### config.mk
export PLATFORM = sky130hd
export DESIGN_NAME = fifo_wr_arbiter_flat
export DESIGN_NICKNAME = d
export VERILOG_FILES = /design/src/rtl/fifo_arb_pkg.sv /design/src/rtl/fifo_wr_arbiter_if.sv /design/src/rtl/rr_pick.sv /design/src/rtl/fifo_wr_arbiter.sv /design/src/flat_wrapper.sv
export SDC_FILE = /design/constraint.sdc
export NUM_CORES = 1
export LEC_CHECK = 0
export CAP_MARGIN = 10
export CORE_MARGIN = 8
export CORE_UTILIZATION = 37
export DETAILED_ROUTE_END_ITERATION = 7
export PLACE_DENSITY_LB_ADDON = 0.2
export SLEW_MARGIN = 20
export SYNTH_ARGS = -nofsm -noshare
export SYNTH_HDL_FRONTEND = slang
export SYNTH_SLANG_ARGS = --single-unit
### constraint.sdc
create_clock -name wr_clk -period 2.9 [get_ports wr_clk]
set_input_delay 0.29 -clock wr_clk [delete_from_list [all_inputs] [get_ports wr_clk]]
set_output_delay 0.29 -clock wr_clk [all_outputs]
set_load 0.02 [all_outputs]
### src/rtl/fifo_arb_pkg.sv
// fifo_arb_pkg: shared types and helpers for the FIFO write-side arbiter.
//   arb_state_e - arbiter FSM state
//   idx_width() - index width for an n-entry set, never below one bit
package fifo_arb_pkg;

    typedef enum logic [0:0] {
        StIdle,
        StGrant
    } arb_state_e;

    function automatic int unsigned idx_width(input int unsigned n);
        return (n > 1) ? $clog2(n) : 1;
    endfunction

endpackage

### src/rtl/fifo_wr_arbiter_if.sv
// fifo_wr_arbiter_if: requester bus plus FIFO write-port signals of the arbiter.
//   req_valid/req_data/req_ready - per-requester word handshake (NREQ lanes)
//   fifo_full/fifo_wr/fifo_data  - FIFO write port
//   fifo_src                     - requester index of the word on fifo_data
//   gnt/busy                     - registered grant and GRANT-state flag
// master is the arbiter side, slave the requester/FIFO side.
interface fifo_wr_arbiter_if
    import fifo_arb_pkg::*;
#(
    parameter int unsigned NREQ  = 4,
    parameter int unsigned WIDTH = 8
);
    localparam int unsigned IdxW = idx_width(NREQ);

    logic [NREQ-1:0]       req_valid;
    logic [NREQ*WIDTH-1:0] req_data;
    logic [NREQ-1:0]       req_ready;
    logic                  fifo_full;
    logic                  fifo_wr;
    logic [WIDTH-1:0]      fifo_data;
    logic [IdxW-1:0]       fifo_src;
    logic [NREQ-1:0]       gnt;
    logic                  busy;

    modport master (
        input  req_valid, req_data, fifo_full,
        output req_ready, fifo_wr, fifo_data, fifo_src, gnt, busy
    );

    modport slave (
        output req_valid, req_data, fifo_full,
        input  req_ready, fifo_wr, fifo_data, fifo_src, gnt, busy
    );

endinterface

### src/rtl/rr_pick.sv
// rr_pick: combinational round-robin picker.
//   req   - request vector
//   start - index the search begins at (wraps modulo NREQ)
//   found - some request bit is set
//   idx   - first set index at or after start, modulo NREQ
module rr_pick
    import fifo_arb_pkg::*;
#(
    parameter int unsigned NREQ = 4
) (
    input  logic [NREQ-1:0]             req,
    input  logic [idx_width(NREQ)-1:0]  start,
    output logic                        found,
    output logic [idx_width(NREQ)-1:0]  idx
);
    localparam int unsigned IdxW = idx_width(NREQ);

    int unsigned     pos;
    logic [IdxW-1:0] cand;

    // Walk offsets from farthest to nearest so the nearest hit wins.
    always_comb begin
        found = 1'b0;
        idx   = '0;
        pos   = 0;
        cand  = '0;
        for (int k = NREQ - 1; k >= 0; k--) begin
            pos  = (int'(start) + k) % NREQ;
            cand = IdxW'(pos);
            if (req[cand]) begin
                found = 1'b1;
                idx   = cand;
            end
        end
    end

endmodule

### src/rtl/fifo_wr_arbiter.sv
// fifo_wr_arbiter: round-robin burst arbiter sharing one FIFO write port among NREQ
// requesters in the wr_clk domain.
//   wr_clk - write-domain clock, rising edge
//   rst    - asynchronous active-low reset
//   bus    - fifo_wr_arbiter_if.master: requester handshake, FIFO write port,
//            source index, registered one-hot grant and busy flag
// A grant lasts up to MAX_BURST words; it is released early when the owner drops
// valid, and handed straight to the next round-robin winner without a bubble.
module fifo_wr_arbiter
    import fifo_arb_pkg::*;
#(
    parameter int unsigned NREQ      = 4,
    parameter int unsigned WIDTH     = 8,
    parameter int unsigned MAX_BURST = 4
) (
    input  logic              wr_clk,
    input  logic              rst,
    fifo_wr_arbiter_if.master bus
);
    localparam int unsigned     IdxW    = idx_width(NREQ);
    localparam int unsigned     CntW    = idx_width(MAX_BURST);
    localparam logic [IdxW-1:0] LastIdx = IdxW'(NREQ - 1);
    localparam logic [CntW-1:0] LastCnt = CntW'(MAX_BURST - 1);

    arb_state_e      state_q, state_d;
    logic [IdxW-1:0] gnt_idx_q, gnt_idx_d;
    logic [NREQ-1:0] gnt_q, gnt_d;
    logic [CntW-1:0] burst_cnt_q, burst_cnt_d;
    logic [IdxW-1:0] rr_ptr_q, rr_ptr_d;

    logic            in_grant;
    logic            valid_g;
    logic            xfer;
    logic            rel;
    logic [IdxW-1:0] next_idx;
    logic [IdxW-1:0] pick_start;
    logic            pick_found;
    logic [IdxW-1:0] pick_idx;

    assign in_grant = (state_q == StGrant);
    assign valid_g  = bus.req_valid[gnt_idx_q];
    assign xfer     = in_grant && valid_g && !bus.fifo_full;
    assign rel      = in_grant && ((xfer && (burst_cnt_q == LastCnt)) || !valid_g);
    assign next_idx = (gnt_idx_q == LastIdx) ? '0 : gnt_idx_q + 1'b1;

    // One picker serves both paths: from rr_ptr when idle, from g+1 on release.
    assign pick_start = in_grant ? next_idx : rr_ptr_q;

    rr_pick #(
        .NREQ (NREQ)
    ) u_rr_pick (
        .req   (bus.req_valid),
        .start (pick_start),
        .found (pick_found),
        .idx   (pick_idx)
    );

    always_comb begin
        bus.fifo_wr   = xfer;
        bus.req_ready = '0;
        if (in_grant && !bus.fifo_full) begin
            bus.req_ready[gnt_idx_q] = 1'b1;
        end
        bus.fifo_data = bus.req_data[WIDTH-1:0];
        for (int i = 1; i < NREQ; i++) begin
            if (gnt_idx_q == IdxW'(i)) begin
                bus.fifo_data = bus.req_data[i*WIDTH +: WIDTH];
            end
        end
    end

    assign bus.fifo_src = gnt_idx_q;
    assign bus.gnt      = gnt_q;
    assign bus.busy     = in_grant;

    always_comb begin
        state_d     = state_q;
        gnt_idx_d   = gnt_idx_q;
        burst_cnt_d = burst_cnt_q;
        rr_ptr_d    = rr_ptr_q;
        case (state_q)
            StIdle: begin
                if (pick_found) begin
                    state_d     = StGrant;
                    gnt_idx_d   = pick_idx;
                    burst_cnt_d = '0;
                end
            end
            StGrant: begin
                if (rel) begin
                    rr_ptr_d    = next_idx;
                    burst_cnt_d = '0;
                    if (pick_found) begin
                        gnt_idx_d = pick_idx;
                    end else begin
                        state_d   = StIdle;
                        gnt_idx_d = '0;
                    end
                end else if (xfer) begin
                    burst_cnt_d = burst_cnt_q + 1'b1;
                end
            end
            default: begin
                state_d = StIdle;
            end
        endcase
        gnt_d = '0;
        if (state_d == StGrant) begin
            gnt_d[gnt_idx_d] = 1'b1;
        end
    end

    always_ff @(posedge wr_clk or negedge rst) begin
        if (!rst) begin
            state_q     <= StIdle;
            gnt_idx_q   <= '0;
            gnt_q       <= '0;
            burst_cnt_q <= '0;
            rr_ptr_q    <= '0;
        end else begin
            state_q     <= state_d;
            gnt_idx_q   <= gnt_idx_d;
            gnt_q       <= gnt_d;
            burst_cnt_q <= burst_cnt_d;
            rr_ptr_q    <= rr_ptr_d;
        end
    end

endmodule
### src/flat_wrapper.sv
// flat-port wrapper written by rule: the top's interface ports become plain ports
module fifo_wr_arbiter_flat import fifo_arb_pkg::*;
#(
    parameter int unsigned NREQ      = 4,
    parameter int unsigned WIDTH     = 8,
    parameter int unsigned MAX_BURST = 4
)
  (wr_clk, rst, bus_req_valid, bus_req_data, bus_fifo_full, bus_req_ready, bus_fifo_wr, bus_fifo_data, bus_fifo_src, bus_gnt, bus_busy);
  fifo_wr_arbiter_if #(.NREQ(NREQ), .WIDTH(WIDTH)) bus_i ();
  input  logic wr_clk;
  input  logic rst;
  input wire logic [$bits(bus_i.req_valid)-1:0] bus_req_valid;
  input wire logic [$bits(bus_i.req_data)-1:0] bus_req_data;
  input wire logic [$bits(bus_i.fifo_full)-1:0] bus_fifo_full;
  output wire logic [$bits(bus_i.req_ready)-1:0] bus_req_ready;
  output wire logic [$bits(bus_i.fifo_wr)-1:0] bus_fifo_wr;
  output wire logic [$bits(bus_i.fifo_data)-1:0] bus_fifo_data;
  output wire logic [$bits(bus_i.fifo_src)-1:0] bus_fifo_src;
  output wire logic [$bits(bus_i.gnt)-1:0] bus_gnt;
  output wire logic [$bits(bus_i.busy)-1:0] bus_busy;
  assign bus_i.req_valid = bus_req_valid;
  assign bus_i.req_data = bus_req_data;
  assign bus_i.fifo_full = bus_fifo_full;
  assign bus_req_ready = bus_i.req_ready;
  assign bus_fifo_wr = bus_i.fifo_wr;
  assign bus_fifo_data = bus_i.fifo_data;
  assign bus_fifo_src = bus_i.fifo_src;
  assign bus_gnt = bus_i.gnt;
  assign bus_busy = bus_i.busy;
  fifo_wr_arbiter #(.NREQ(NREQ), .WIDTH(WIDTH), .MAX_BURST(MAX_BURST)) u_core (.wr_clk(wr_clk), .rst(rst), .bus(bus_i));
endmodule
==> flow_summary.yaml, run 1 <==
die:
  start_util_pct: 37.6
  core_area_um2: 2660
  fp-row-count: 19
  fp.dieW_um: 68.0
  dieArea_um2: 4630
  ios: 59
  die_y_um: 68.0
finish:
  layout.cells.non_filler: 211
  design_area_um2: 1620
  nFillCells: 252
  fin_util_pct: 60.7
  area_delta_synth_final_pct: 61.2
  drive_gt1_share_pct: 8.33
  diodes: 0
  layout.nets: 225
cts:
  cts_tree: "yes"
  cts_made_buffers: 3
  clock-root-buffer: "clkbuf_4"
  clk_pin_slew_worst_paths_ps: 70
  postCtsHoldBufs: 0
  post_cts_resized: 0
  clk_path_buf_depth: 2
  htreeDepth: 1
  cts_setup_buffers: 0
  clk_latency_ps: 280
  numClockSinks: 11
sta:
  fin_crit_ps: 2650
  timing.slew.headroom_pct: 63.8
  setup_viol: 0
  rsz0062_at_grt: "no"
  tightest_slew_ps: 543
  worst_hold_slack_ps: 351
  layout_setup_ws_ps: 252
  clock_skew_ps: 3.83
  drv_slew: 0
  fmax_mhz: 378
  tns_ps: 0
  hold_violations: 0
  timing.final.crit_share_pct: 91.3
global_routing:
  antenna_found_initial: 0
  overflow: 0
  met3_usage_pct: 1.96
  grt_use_met2_pct: 28.6
  grt_pass1_vias: 1143
  grt.busiest_layer: "met2"
  grt_max_degree: 19
  gr-usage-met1_pct: 17.5
  grt_use_total_pct: 15.4
  grt_pass1_wl_um: 5460
setup_path:
  start_kind: "register"
  cp_max_fo: 10
  crit_type: "register to output port"
  cp_cell_sequence: "ha_2, mux2i_1, nor2_1, a21oi_1, o21ai_0, clkdlybuf4s50_1"
  cp.arrival_ps: 2360
  critPathSlowestCell: "clkdlybuf4s50_1"
  crit_required_ps: 2610
  end_kind: "output port"
  critPathMaxStageDelay_ps: 640
synth:
  yosys-top-cells-count: "nor2_1, nand2_1, a21oi_1, dfrtp_1, o21ai_0"
  yosysTopAreaCellShare_pct: 27.5
  ys_ff_latch: 11
  yosys.cell_count.top_type: "nor2_1"
  syn_area_per_cell_um2: 7.95
  synth_enable_flop_cells: 0
  synth_cells: 126
  synth.distinct_cells: 32
  async_flop_share_pct: 100
  synth_fp_nets: 170
  netlist_area_um2: 1000
  ys.flop_type: "dfrtp_1"
  yosys-top-cells-area: "dfrtp_1, mux2i_1, ha_1"
  ys_warn_count: 0
  synth_top_area_cell: "dfrtp_1"
  yosysSeqAreaShare_pct: 27.5
power:
  power_mw: 1.36
  powerDensity_nw_per_um2: 844
  power.static_leakage_nw: 0.641
  vdd_ir_drop_max_mv: 0.606
placement:
  hpwl_um: 2820
  gp_congestion: 0.916
  post-place-ws_ps: 412
  io_buffers: 58
  postPlaceCellArea_um2: 1580
  dp_cells: 207
outcome:
  run_status: "completed"
min_path:
  hold_path.class: "primary input to asynchronous set/reset pin"
routing:
  wl_per_cell_um: 16.5
  via_count: 1126
  firstDrtPassIters: 4
  remaining_drc_errors: 0
  drtIter0Drc: 67
  viasPerCell: 5.34
  wl_um: 3490
  ant_nets: 0
flow_run:
  drv_cap: 0
## final cells by class
type                       instances  area (um2)  share of cell area (%)
clock buffer                       4        26.3                    1.63
inverter                           6        22.5                    1.39
multi-input combinational        101         672                    41.6
sequential                        11         275                    17.0
tap                               31        38.8                    2.40
timing repair buffer              58         581                    35.9
## cell families after synthesis
group / share of synthesized area [%]
buf+inv: 5.99
simple gates: 25.2
flops: 27.5
mux: 15.7
fa+ha+maj: 6.24
compound gates: 19.4
## where the power goes
part,switching (mW),internal (mW)
sequential,0.0585,0.211
clock,0.0563,0.0534
combinational,0.498,0.486
total,0.613,0.750
## registers in the layout, indices dropped and copies added, names as in the netlist
signal               count
u_core.bus.busy          1
u_core.burst_cnt_q       2
u_core.bus.fifo_src      2
u_core.rr_ptr_q          2
u_core.bus.gnt           4
## worst max-delay path, delay by kind of cell (launching register included)
| kind | cells | cell delay, ps |
|---|---|---|
| compound gates | 2 | 220 |
| fa+ha+maj | 1 | 420 |
| buf+inv | 1 | 640 |
| flops | 1 | 560 |
| mux | 1 | 120 |
| simple gates | 1 | 100 |
## routing by layer
metal,wire length [um],vias to the layer above
li1,-,558
met1,1490,524
met2,1730,40
met3,199,4
met4,63,0
met5,0,-
## cell usage in the layout (no fill, tap or decap), types with 3 or more instances in the layout
cell	count
ha_1	3
and2_1	6
clkdlybuf4s50_1	58
mux2i_1	9
clkbuf_4	3
nand2b_1	3
inv_1	6
dfrtp_1	11
nand2_1	12
a21oi_1	11
nor2_1	14
mux2_2	4
o21ai_0	11
nand3_1	4
## path summary, 6_finish.rpt
kind	cells past startpoint	slack [ps]	from	endpoint
min	1	350	rst	u_core.burst_cnt_q[1]
min in group wr_clk	1	500	u_core.burst_cnt_q[0]	u_core.burst_cnt_q[0]
min reg2reg	1	500	u_core.burst_cnt_q[0]	u_core.burst_cnt_q[0]
max reg2reg	7	550	u_core.bus.fifo_src[0]	u_core.bus.gnt[0]
max in group asynchronous	1	2200	rst	u_core.burst_cnt_q[0]
max	6	250	u_core.bus.fifo_src[0]	bus_fifo_data[1]
No activity file was read; power rests on OpenSTA's default activity.
==> run 2: changes to the inputs <==
CTS_CLUSTER_SIZE = 25   (was default)
==> results of run 2 <==
Same layout as run 1: the final DEF is identical, and so are final timing and power.
==> run 3: changes to the inputs <==
CORE_UTILIZATION = 40   (was 37)
clock period = 3.15 ns   (was 2.9 ns; I/O delays follow)
==> run 3 against run 2 <==
  * Core utilization increased by 5.5 points
  * Count of clock-buffer cells in the layout is the same
  * Combinational power down 9.8%
  * Die area is 5.8% lower
  * First-iteration DRC count is 13% lower
  * Wire length fell by 2.0%
  * Register-to-register slack gained 340 ps
  * Non-clock buffer count is the same
  * Critical path depth grew 1
  * Hold slack improved by 36 ps
  * Setup slack better by 85 ps
  * Critical path type unchanged
  * Critical endpoint is now bus_fifo_data[5]
  * Largest cell class unchanged
  * Largest power group unchanged
==> flow_summary.yaml, run 3 (same netlist as run 1, synthesis figures left out) <==
outcome:
  run_status: "completed"
placement:
  gp_congestion: 0.935
  postPlaceCellArea_um2: 1580
  io_buffers: 58
  hpwl_um: 2840
power:
  swShare_pct: 44.4
  p_comb_share_pct: 72.1
  power.static_leakage_nw: 0.644
  power.switching_mw: 0.547
  power_frac_seq_pct: 20.3
  clock_power_share_pct: 7.6
  vdd_ir_drop_max_mv: 0.574
  p_int_mw: 0.685
  powerDensity_nw_per_um2: 766
cts:
  clock-root-buffer: "clkbuf_4"
  postCtsHoldBufs: 0
  clk_path_buf_depth: 2
  cts_tree: "yes"
  htreeDepth: 1
  clk_latency_ps: 260
  post_cts_resized: 0
  cts_setup_buffers: 0
  clk_pin_slew_worst_paths_ps: 70
  cts_made_buffers: 3
  numClockSinks: 11
flow_run:
  drv_cap: 0
global_routing:
  grt_pass1_vias: 1058
  grt_max_degree: 19
  grt_pass1_wl_um: 5400
  antenna_found_initial: 0
  grt_use_total_pct: 15.5
  overflow: 0
sta:
  tns_ps: 0
  clock_skew_ps: 0.444
  timing.final.crit_share_pct: 89.3
  rsz0062_at_grt: "no"
  hold_violations: 0
  drv_slew: 0
  tightest_slew_ps: 546
  fmax_mhz: 356
  setup_viol: 0
  fin_crit_ps: 2810
  timing.slew.headroom_pct: 63.6
setup_path:
  crit_type: "register to output port"
  start_kind: "register"
  critPathMaxStageDelay_ps: 650
  cp_max_fo: 9
  end_kind: "output port"
  critPathBufInv: 2
  critPathSlowestCell: "clkdlybuf4s50_1"
  cp.arrival_ps: 2500
  crit_required_ps: 2830
  critical-path-top-delay-family: "buffers and inverters"
  cp_cell_sequence: "inv_1, ha_1, mux2i_1, nor2_1, a21oi_1, o21ai_0, clkdlybuf4s50_1"
die:
  fp-row-count: 18
  die_y_um: 66.1
  core_area_um2: 2430
  fp.dieW_um: 66.1
  dieArea_um2: 4360
  ios: 59
  start_util_pct: 41.2
min_path:
  hold_path.class: "primary input to asynchronous set/reset pin"
finish:
  area_delta_synth_final_pct: 60.5
  diodes: 0
  drive_gt1_share_pct: 7.22
  layout.nets: 225
  final_common_cell: "clkdlybuf4s50_1"
  nFillCells: 203
  mostFrequentLayoutCells: "clkdlybuf4s50_1, nor2_1, nand2_1"
  largest_reg_flops: 4
  design_area_um2: 1610
routing:
  drtIter0Drc: 58
  firstDrtPassIters: 4
  via_count: 1092
  wl_um: 3420
  wl_per_cell_um: 16.3
  ant_nets: 0
  viasPerCell: 5.20
  remaining_drc_errors: 0
## run 3: metrics by stage
| stage | std cells | setup slack, ps | util, % | hold WS [ps] | total power, mW |
|---|---|---|---|---|---|
| 2_1_floorplan | 126 | 940 | - | 19.4 | 0.797 |
| 3_3_place_gp | 206 | 734 | 65.1 | 466 | 1.13 |
| 3_5_place_dp | 206 | 639 | 65.1 | 489 | 1.15 |
| 4_1_cts | 210 | 341 | 66.2 | 385 | 1.24 |
| 5_1_grt | 210 | 189 | 66.2 | 423 | 1.33 |
| 6_report | 210 | 338 | 66.2 | 387 | 1.23 |
## run 3: final cells by class
class | count | area (um2) | share of cell area, %
multi-input combinational | 101 | 667 | 41.4
timing repair buffer | 58 | 581 | 36.1
sequential | 11 | 275 | 17.1
tap | 30 | 37.5 | 2.33
clock buffer | 4 | 26.3 | 1.63
inverter | 6 | 22.5 | 1.40
## run 3: final timing paths
kind | start | cells after the start | to | slack [ps]
max in group asynchronous | rst | 1 | u_core.bus.busy | 2430
min in group wr_clk | u_core.burst_cnt_q[0] | 1 | u_core.burst_cnt_q[0] | 500
hold / removal | rst | 1 | u_core.burst_cnt_q[1] | 390
setup / recovery | u_core.bus.fifo_src[1] | 7 | bus_fifo_data[5] | 340
hold reg to reg | u_core.burst_cnt_q[0] | 1 | u_core.burst_cnt_q[0] | 500
setup reg to reg | u_core.bus.fifo_src[0] | 7 | u_core.bus.gnt[0] | 890
## run 3: power groups by stage
stage          Clock [mW]  Sequential, mW  Combinational, mW
2_1_floorplan           0           0.278              0.519
3_3_place_gp            0           0.245              0.882
3_5_place_dp            0           0.252              0.893
4_1_cts            0.0975           0.249              0.896
5_1_grt             0.106           0.259              0.961
6_report           0.0936           0.251              0.888
## run 3: worst reg2reg max path: cells and delay by family, from the launching register on
family | cells | cell delay (ps)
flops | 1 | 520
buf+inv | 1 | 110
mux | 1 | 310
compound gates | 3 | 660
simple gates | 1 | 180
fa+ha+maj | 1 | 370
## run 3: routing by layer
metal  global-route usage [%]  wire [um]  up-vias
li1                         -          -      560
met1                     18.5       1440      485
met2                     28.5       1760       47
met3                     3.22        220        0
met4                     1.60          0        0
met5                        0          0        -
